--- config.mk ---
export PLATFORM = sky130hd
export DESIGN_NAME = sysbus_ctrl
export DESIGN_NICKNAME = d
export VERILOG_FILES = /design/src/rtl/sysbus_ctrl.sv
export SDC_FILE = /design/constraint.sdc
export NUM_CORES = 1
export LEC_CHECK = 0
export ABC_AREA = 1
export CAP_MARGIN = 25
export CORE_AREA = 2 2 142 144
export CTS_CLUSTER_SIZE = 40
export DETAILED_ROUTE_END_ITERATION = 12
export DIE_AREA = 0 0 144 146
export PLACE_DENSITY = 0.73
export SLEW_MARGIN = 25
export SYNTH_ARGS = -nofsm -noshare
export SYNTH_HDL_FRONTEND = slang
export SYNTH_SLANG_ARGS = --single-unit
--- constraint.sdc ---
create_clock -name clk -period 9.65 [get_ports clk]
set_input_delay 2.895 -clock clk [delete_from_list [all_inputs] [get_ports clk]]
set_output_delay 2.895 -clock clk [all_outputs]
set_load 0.02 [all_outputs]
--- src/rtl/sysbus_ctrl.sv ---
// rtl/sysbus_ctrl.sv - CPU-to-slave system bus controller with page decode, wait states and timeout error
// Optional memory-scan engine compiled in by defining SYSBUS_MEMTEST_EN.
module sysbus_ctrl #(
    parameter int          WIDTH    = 32,
    parameter int          NSLV     = 5,
    parameter int          SEL_LO   = 12,
    parameter logic [63:0] SLV_PAGE = 64'h0000_0000_000F_EDC0,
    parameter int          TIMEOUT  = 15,
    parameter int          MT_SLV   = 0
) (
    input  logic                  clk,
    input  logic                  reset,
    input  logic                  m_req,
    input  logic                  m_wen,
    input  logic [WIDTH-1:0]      m_addr,
    input  logic [WIDTH-1:0]      m_wdata,
    output logic [WIDTH-1:0]      m_rdata,
    output logic                  m_ready,
    output logic                  m_err,
    output logic [NSLV-1:0]       s_cs,
    output logic                  s_wen,
    output logic [WIDTH-1:0]      s_addr,
    output logic [WIDTH-1:0]      s_wdata,
    input  logic [NSLV*WIDTH-1:0] s_rdata,
    input  logic [NSLV-1:0]       s_ready,
    input  logic                  mt_en,
    output logic [WIDTH-1:0]      mt_addr
);
    localparam int SW = (NSLV > 1) ? $clog2(NSLV) : 1;

    typedef enum logic [1:0] {ST_IDLE, ST_ACCESS, ST_RESP} state_t;

    state_t          r_state, w_nxt_state;
    logic [NSLV-1:0] r_s_cs, w_nxt_cs;
    logic            r_s_wen, w_nxt_wen;
    logic [WIDTH-1:0] r_s_addr, w_nxt_addr;
    logic [WIDTH-1:0] r_s_wdata, w_nxt_wdata;
    logic [WIDTH-1:0] r_m_rdata, w_nxt_rdata;
    logic            r_m_ready, w_nxt_ready;
    logic            r_m_err, w_nxt_err;
    logic [7:0]      r_wait, w_nxt_wait;
    logic [SW-1:0]   r_sel, w_nxt_sel;

    logic            w_hit;
    logic [SW-1:0]   w_sel;
    logic            w_rdy;
    logic [WIDTH-1:0] w_rdat;
    logic            w_scan_en;
    logic            w_scan_go;
    logic [WIDTH-1:0] w_mt_next;

    // Descending scan so the lowest-index matching slave is the one left standing.
    always_comb begin
        w_hit = 1'b0;
        w_sel = '0;
        for (int i = NSLV - 1; i >= 0; i--) begin
            if (m_addr[SEL_LO +: 4] == SLV_PAGE[4*i +: 4]) begin
                w_hit = 1'b1;
                w_sel = SW'(i);
            end
        end
    end

    always_comb begin
        w_rdy  = 1'b0;
        w_rdat = '0;
        for (int i = 0; i < NSLV; i++) begin
            if (r_sel == SW'(i)) begin
                w_rdy  = s_ready[i];
                w_rdat = s_rdata[WIDTH*i +: WIDTH];
            end
        end
    end

    assign w_scan_go = (r_state == ST_IDLE) && w_scan_en;

    always_comb begin
        w_nxt_state = r_state;
        w_nxt_cs    = '0;
        w_nxt_wen   = 1'b0;
        w_nxt_addr  = r_s_addr;
        w_nxt_wdata = r_s_wdata;
        w_nxt_rdata = r_m_rdata;
        w_nxt_ready = 1'b0;
        w_nxt_err   = 1'b0;
        w_nxt_wait  = r_wait;
        w_nxt_sel   = r_sel;
        case (r_state)
            ST_IDLE: begin
                if (w_scan_go) begin
                    w_nxt_cs   = NSLV'(1) << MT_SLV;
                    w_nxt_addr = w_mt_next;
                end else if (m_req) begin
                    w_nxt_addr  = m_addr;
                    w_nxt_wdata = m_wdata;
                    w_nxt_sel   = w_sel;
                    w_nxt_wait  = '0;
                    if (w_hit) begin
                        w_nxt_cs    = NSLV'(1) << w_sel;
                        w_nxt_wen   = m_wen;
                        w_nxt_state = ST_ACCESS;
                    end else begin
                        w_nxt_rdata = '1;
                        w_nxt_ready = 1'b1;
                        w_nxt_err   = 1'b1;
                        w_nxt_state = ST_RESP;
                    end
                end
            end
            ST_ACCESS: begin
                w_nxt_cs   = r_s_cs;
                w_nxt_wen  = r_s_wen;
                w_nxt_wait = r_wait + 8'd1;
                if (w_rdy) begin
                    if (!r_s_wen) w_nxt_rdata = w_rdat;
                    w_nxt_cs    = '0;
                    w_nxt_wen   = 1'b0;
                    w_nxt_ready = 1'b1;
                    w_nxt_state = ST_RESP;
                end else if (r_wait == 8'(TIMEOUT)) begin
                    w_nxt_rdata = '1;
                    w_nxt_cs    = '0;
                    w_nxt_wen   = 1'b0;
                    w_nxt_ready = 1'b1;
                    w_nxt_err   = 1'b1;
                    w_nxt_state = ST_RESP;
                end
            end
            ST_RESP: w_nxt_state = ST_IDLE;
            default: w_nxt_state = ST_IDLE;
        endcase
    end

    always_ff @(posedge clk or posedge reset) begin
        if (reset) begin
            r_state   <= ST_IDLE;
            r_s_cs    <= '0;
            r_s_wen   <= 1'b0;
            r_s_addr  <= '0;
            r_s_wdata <= '0;
            r_m_rdata <= '0;
            r_m_ready <= 1'b0;
            r_m_err   <= 1'b0;
            r_wait    <= '0;
            r_sel     <= '0;
        end else begin
            r_state   <= w_nxt_state;
            r_s_cs    <= w_nxt_cs;
            r_s_wen   <= w_nxt_wen;
            r_s_addr  <= w_nxt_addr;
            r_s_wdata <= w_nxt_wdata;
            r_m_rdata <= w_nxt_rdata;
            r_m_ready <= w_nxt_ready;
            r_m_err   <= w_nxt_err;
            r_wait    <= w_nxt_wait;
            r_sel     <= w_nxt_sel;
        end
    end

`ifdef SYSBUS_MEMTEST_EN
    logic             r_scan;
    logic [WIDTH-1:0] r_mt_addr;

    // The first scan cycle presents the held address; later cycles advance it.
    assign w_scan_en = mt_en;
    assign w_mt_next = r_mt_addr + (r_scan ? WIDTH'(1) : WIDTH'(0));
    assign mt_addr   = r_mt_addr;

    always_ff @(posedge clk or posedge reset) begin
        if (reset) begin
            r_scan    <= 1'b0;
            r_mt_addr <= '0;
        end else begin
            r_scan <= w_scan_go;
            if (w_scan_go) r_mt_addr <= w_mt_next;
        end
    end
`else
    logic w_unused_mt;
    assign w_unused_mt = mt_en;
    assign w_scan_en   = 1'b0;
    assign w_mt_next   = '0;
    assign mt_addr     = '0;
`endif

    assign m_rdata = r_m_rdata;
    assign m_ready = r_m_ready;
    assign m_err   = r_m_err;
    assign s_cs    = r_s_cs;
    assign s_wen   = r_s_wen;
    assign s_addr  = r_s_addr;
    assign s_wdata = r_s_wdata;
endmodule

### After elaboration in Yosys (flattened, before gate mapping)

Index checks and enable logic that the tools add are counted.

| word-level totals | value |
|---|---|
| flip-flop bits (word level) | 117 |
| input bits | 234 |
| logic and storage cells | 84 |

| operators by class | value |
|---|---|
| add/subtract/negate cells | 1 |
| equal/unequal tests | 14 |
| shift operators | 1 |
| muxes and demuxes | 50 |
| reduce and logical (&&, ||, !) cells | 8 |

Operators with widths:

| cell | count |
|---|---|
| $mux 32 | 10 |
| $pmux 32 s2 | 1 |
| $mux 5 | 4 |
| $mux 1 | 19 |
| $eq 4x4->1 const B | 4 |
| $pmux 8 s2 | 1 |
| $mux 3 | 5 |
| $pmux 5 s2 | 1 |
| $add 8x1->8 const B | 1 |
| $eq 8x4->1 const B | 1 |
| $mux 2 | 4 |
| $mux 8 | 1 |
| $eq 3x2->1 const B | 2 |
| $ne 3x3->1 const B | 2 |
| $pmux 1 s2 | 3 |
| $reduce_and 2->1 | 3 |
| $reduce_and 5->1 | 1 |
| $shl 1x3->5 const A | 1 |
| $logic_not 4->1 | 1 |
| $ne 2x2->1 const B | 2 |
| $pmux 2 s2 | 1 |
| $eq 3x1->1 const B | 1 |
| $eq 3x3->1 const B | 1 |
| $logic_not 3->1 | 1 |
| 3 further kinds | 3 |

### Longest topological paths before layout

| logic depth | value |
|---|---|
| word-level depth | 10 |
| depth in mapped cells | 12 |

### Least setup slack after synthesis

OpenSTA, ideal clock, no wires.

| timing | value |
|---|---|
| kind | input port to flip-flop |
| start | input m_addr[12] |
| end | register r_m_rdata[10] (netlist: m_rdata[10]) |
| library setup time | 0.065 ns |
| data arrival time | 3.945 ns |
| path slack | 5.640 ns |
| cell stages on the path | 8 |
| path buffers | 1 |
| path through | nor4_1 nor2_1 nand2_1 nand3b_4 nand2_2 buf_4 nand2_1 nand2_1 |

| on the way | value |
|---|---|
| word-level cells in the longest chain between the ends | 8 |
| elaborated cells on any way between the ends | 12 |
| classes of those cells | eq/ne: 5; mux: 5; reduce/logical: 2 |

RTL lines:

| item | line | RTL |
|---|---|---|
| start: declaration | 15 | `input logic [WIDTH-1:0] m_addr,` |
| $eq 4x4->1 | 57 | `if (m_addr[SEL_LO +: 4] == SLV_PAGE[4*i +: 4]) begin` |
| $mux 1 (4 in series) | 57 |  |
| $mux 1 (*) | 57 |  |
| $ne 2x2->1 (no source line) (*) | - |  |
| $reduce_and 5->1 (no source line) (*) | - |  |
| end signal: assignment | 152 | `r_m_rdata <= w_nxt_rdata;` |
| end: declaration | 38 | `logic [WIDTH-1:0] r_m_rdata, w_nxt_rdata;` |

Every way passes the cells marked *; elsewhere a longest branch is shown, timed or not.
A chain may end at the register's enable or synchronous reset.

### Worst setup path in the final report

| timing | value |
|---|---|
| start | input s_ready[2] |
| end | register r_m_rdata[10] (netlist: m_rdata[10]) |

| on the way | value |
|---|---|
| word-level cells in the longest chain between the ends | 5 |
| elaborated cells on any way between the ends | 8 |
| classes of those cells | eq/ne: 2; mux: 5; reduce/logical: 1 |

RTL lines:

| item | line | RTL |
|---|---|---|
| start: declaration | 25 | `input logic [NSLV-1:0] s_ready,` |
| $mux 1 (*) (3 in series) | 68 | `if (r_sel == SW'(i)) begin` |
| $ne 3x3->1 (no source line) / $mux 32 (equally long branches) | - |  |
| $reduce_and 5->1 (no source line) / $pmux 32 s2 (equally long branches) | - |  |

Marked as above.

==> impl_metrics.env <==
export IMPL_drc=0
export IMPL_sw_frac_of_total_pct=40.8
export IMPL_fin_util_pct=53.0
export IMPL_n_fill_cell=1802
export IMPL_crit_required_ns=9.99
export IMPL_timing_slew_headroom_pct=33.8
export IMPL_routed_via_density=4.61
export IMPL_fin_skew_ns=0.0111
export IMPL_seq_power_share_pct=29.7
export IMPL_clkPwrFrac_pct=22.4
export IMPL_port_buffers=336
export IMPL_switching_power_w=0.00109
export IMPL_synth_largest_area_cell="dfrtp_1"
export IMPL_cts_buffers_inserted=17
export IMPL_cts_tree="done"
export IMPL_routed_wl_mm=22.6
export IMPL_nets=1430
export IMPL_finalHoldViolCount=0
export IMPL_avgSynthCellArea_um2=7.07
export IMPL_clk_pin_slew_ns=0.05
export IMPL_die_w_um=144
export IMPL_groute_usage_overall_pct=21.1
export IMPL_crit_chain="clkdlybuf4s50_1, nand3_1, nand3_1, o21bai_4, nand2_2, nand2_1, nand2_2, nand2_2, nand2_1, nand2_1"
export IMPL_clock_latency_ns=0.42
export IMPL_hold_path_startpoint="m_rdata[3]$_DFFE_PP0P_"
export IMPL_rr_worst_depth=11
export IMPL_startpoint_type="input pin"
export IMPL_ir_drop_uv=151
export IMPL_grt_ovfl_total=0
export IMPL_intPower_w=0.00158
export IMPL_power_leakage_nw=4.68
export IMPL_holdPathStages=2
export IMPL_ctsHoldBuffers=0
export IMPL_wl_per_cell_um=15.3
export IMPL_cpPeakStageDelay_ns=0.74
export IMPL_seqCellArea_mm2=0.00293
export IMPL_multiInputGateArea_mm2=0.00292
export IMPL_grt_max_degree=80
export IMPL_hpwl_mm=16.2
export IMPL_fin_crit_ns=5.65
export IMPL_ys_ff_latch=117
export IMPL_cts_resized=0
export IMPL_ys_types=27
export IMPL_antenna_found_initial=0
export IMPL_slew_viol_final=0
export IMPL_tns_ns=0
export IMPL_drive_gt1_share_pct=4.72
export IMPL_n_antenna_cell=0
export IMPL_core_mm2=0.0193
export IMPL_path_max_fanout=35
export IMPL_endpoint_kind="flip-flop"
export IMPL_cts_buffer_depth=2
export IMPL_cts_sinks=117
export IMPL_setup_viol=0
export IMPL_combinationalPowerShare_pct=47.9
export IMPL_r2r_start="r_sel[2]$_DFFE_PP0P_"
export IMPL_synthTopCellsByArea="dfrtp_1 (47%), nand2_1 (27%), nand3_1 (8.4%)"
export IMPL_place_gp_congestion=0.843
export IMPL_cts_root_buffer="clkbuf_16"
export IMPL_grt_setup_unrepaired="no"
export IMPL_synthMostInstantiatedCell="nand2_1"
export IMPL_row_count=51
export IMPL_vias=6795
export IMPL_yosysSeqAreaShare_pct=46.9
export IMPL_cts_setup_buffers=0
export IMPL_ys_top_cells_by_count="nand2_1 (442), dfrtp_1 (117), nand3_1 (105)"
export IMPL_h_tree_depth=4
export IMPL_maxCapViolCount=0
export IMPL_syn_area_mm2=0.00624
export IMPL_async_flop_share_pct=100
export IMPL_ant_nets=0
export IMPL_num_io_pins=370
export IMPL_grt_pass1_vias=6608
export IMPL_power_density_mw_per_mm2=260
export IMPL_initial_core_util_pct=32.3
export IMPL_firstDrtPassIters=5
export IMPL_synth_ff_type="dfrtp_1"
export IMPL_grt_pass1_wl_mm=34.8
export IMPL_syn_to_final_growth_pct=64.3
export IMPL_outcome="finished clean"
export IMPL_tightest_slew_ns=0.990
export IMPL_die_h_um=146
export IMPL_synth_top_area_share_pct=46.9
export IMPL_netlist_instances=883
export IMPL_drt_iter0_drc=297
export IMPL_min_period_over_period_pct=58.5
export IMPL_crit_slowest_cell="o21bai_4"
export IMPL_yosysWarnings=0
export IMPL_maxClockFrequency_mhz=177
export IMPL_dieArea_mm2=0.0210
export IMPL_synth_edff_count=0
export IMPL_arrival_ns=5.99
export IMPL_critPathLaunch="s_ready[2]"
export IMPL_path_class="input pin to flip-flop"
export IMPL_hold_class="flip-flop to flip-flop"
export IMPL_holdWs_ns=0.469
## area by class of cell
class	instances	area share, %
clock buffer	18	4.28
tap	265	3.23
multi-input combinational	693	28.5
clock inverter	14	1.15
inverter	21	0.793
timing repair buffer	345	33.5
sequential	117	28.6
## registers in the layout, summed over array words and instances (netlist names), 2 cells and up
name / count
r_wait: 8
s_addr: 32
r_state: 2
m_rdata: 32
s_wdata: 32
s_cs: 5
r_sel: 3
## cell families after synthesis
logic type      synth area share, %
fa+ha+maj                     0.201
compound gates                 4.61
buf+inv                        8.58
simple gates                   39.6
flops                          46.9
other cells                  0.0601
## final timing paths
path / slack [ns] / end
max in group asynchronous: 5.65 / s_addr[7]$_DFFE_PP0P_
setup / recovery: 4.00 / m_rdata[10]$_DFFE_PP0P_
min in group asynchronous: 2.88 / m_rdata[4]$_DFFE_PP0P_
hold reg to reg: 0.47 / m_rdata[3]$_DFFE_PP0P_
hold / removal: 0.47 / m_rdata[3]$_DFFE_PP0P_
setup reg to reg: 5.90 / m_rdata[10]$_DFFE_PP0P_
## worst max-delay path: cells and delay by family
kind,cells,cell delay [ns]
AO/OA/AOI/OAI,1,0.74
buffers and inverters,1,0.43
AND/OR/NAND/NOR,8,1.87
## placed cells by master, fill, tap and decap left out, types with 2 or more instances in the layout
cell,n
clkdlybuf4s50_1,336
clkbuf_16,17
nand4_1,4
nand2_2,4
a21oi_1,33
inv_8,2
o22ai_1,3
buf_4,8
inv_6,5
clkinvlp_4,5
nor2_4,2
nand2_1,441
inv_2,3
nand3_1,105
conb_1,32
o21ai_0,12
nor2_1,45
inv_1,17
nor3_2,2
dfrtp_1,117
## power groups by stage
stage / Sequential, W / Clock [W] / Combinational (W)
2_1_floorplan: 0.00101 / 0 / 0.000448
3_3_place_gp: 0.000791 / 0 / 0.00127
3_5_place_dp: 0.000794 / 0 / 0.00129
4_1_cts: 0.000792 / 0.000610 / 0.00129
5_1_grt: 0.000815 / 0.000636 / 0.00138
6_report: 0.000791 / 0.000597 / 0.00127
## per-stage QoR
| step | std cells | cell area [µm²] | setup WS, ns | total power, W |
|---|---|---|---|---|
| 6_report | 1473 | 10200 | 4.00 | 0.00266 |
| 5_1_grt | 1473 | 10200 | 3.70 | 0.00283 |
| 4_1_cts | 1473 | 10200 | 3.95 | 0.00269 |
| 3_5_place_dp | 1441 | 9690 | 3.53 | 0.00208 |
| 3_3_place_gp | 1441 | 9690 | 3.63 | 0.00206 |
| 2_1_floorplan | 914 | 6350 | 3.65 | 0.00146 |
## layer usage
metal	track usage, %	vias up	share of wire (%)
met5	0	-	0
li1	-	3349	-
met1	25.6	3114	40
met3	6.78	38	9.3
met4	7.35	0	2.5
met2	35.2	294	48
Power figures use the tool's default switching activity.
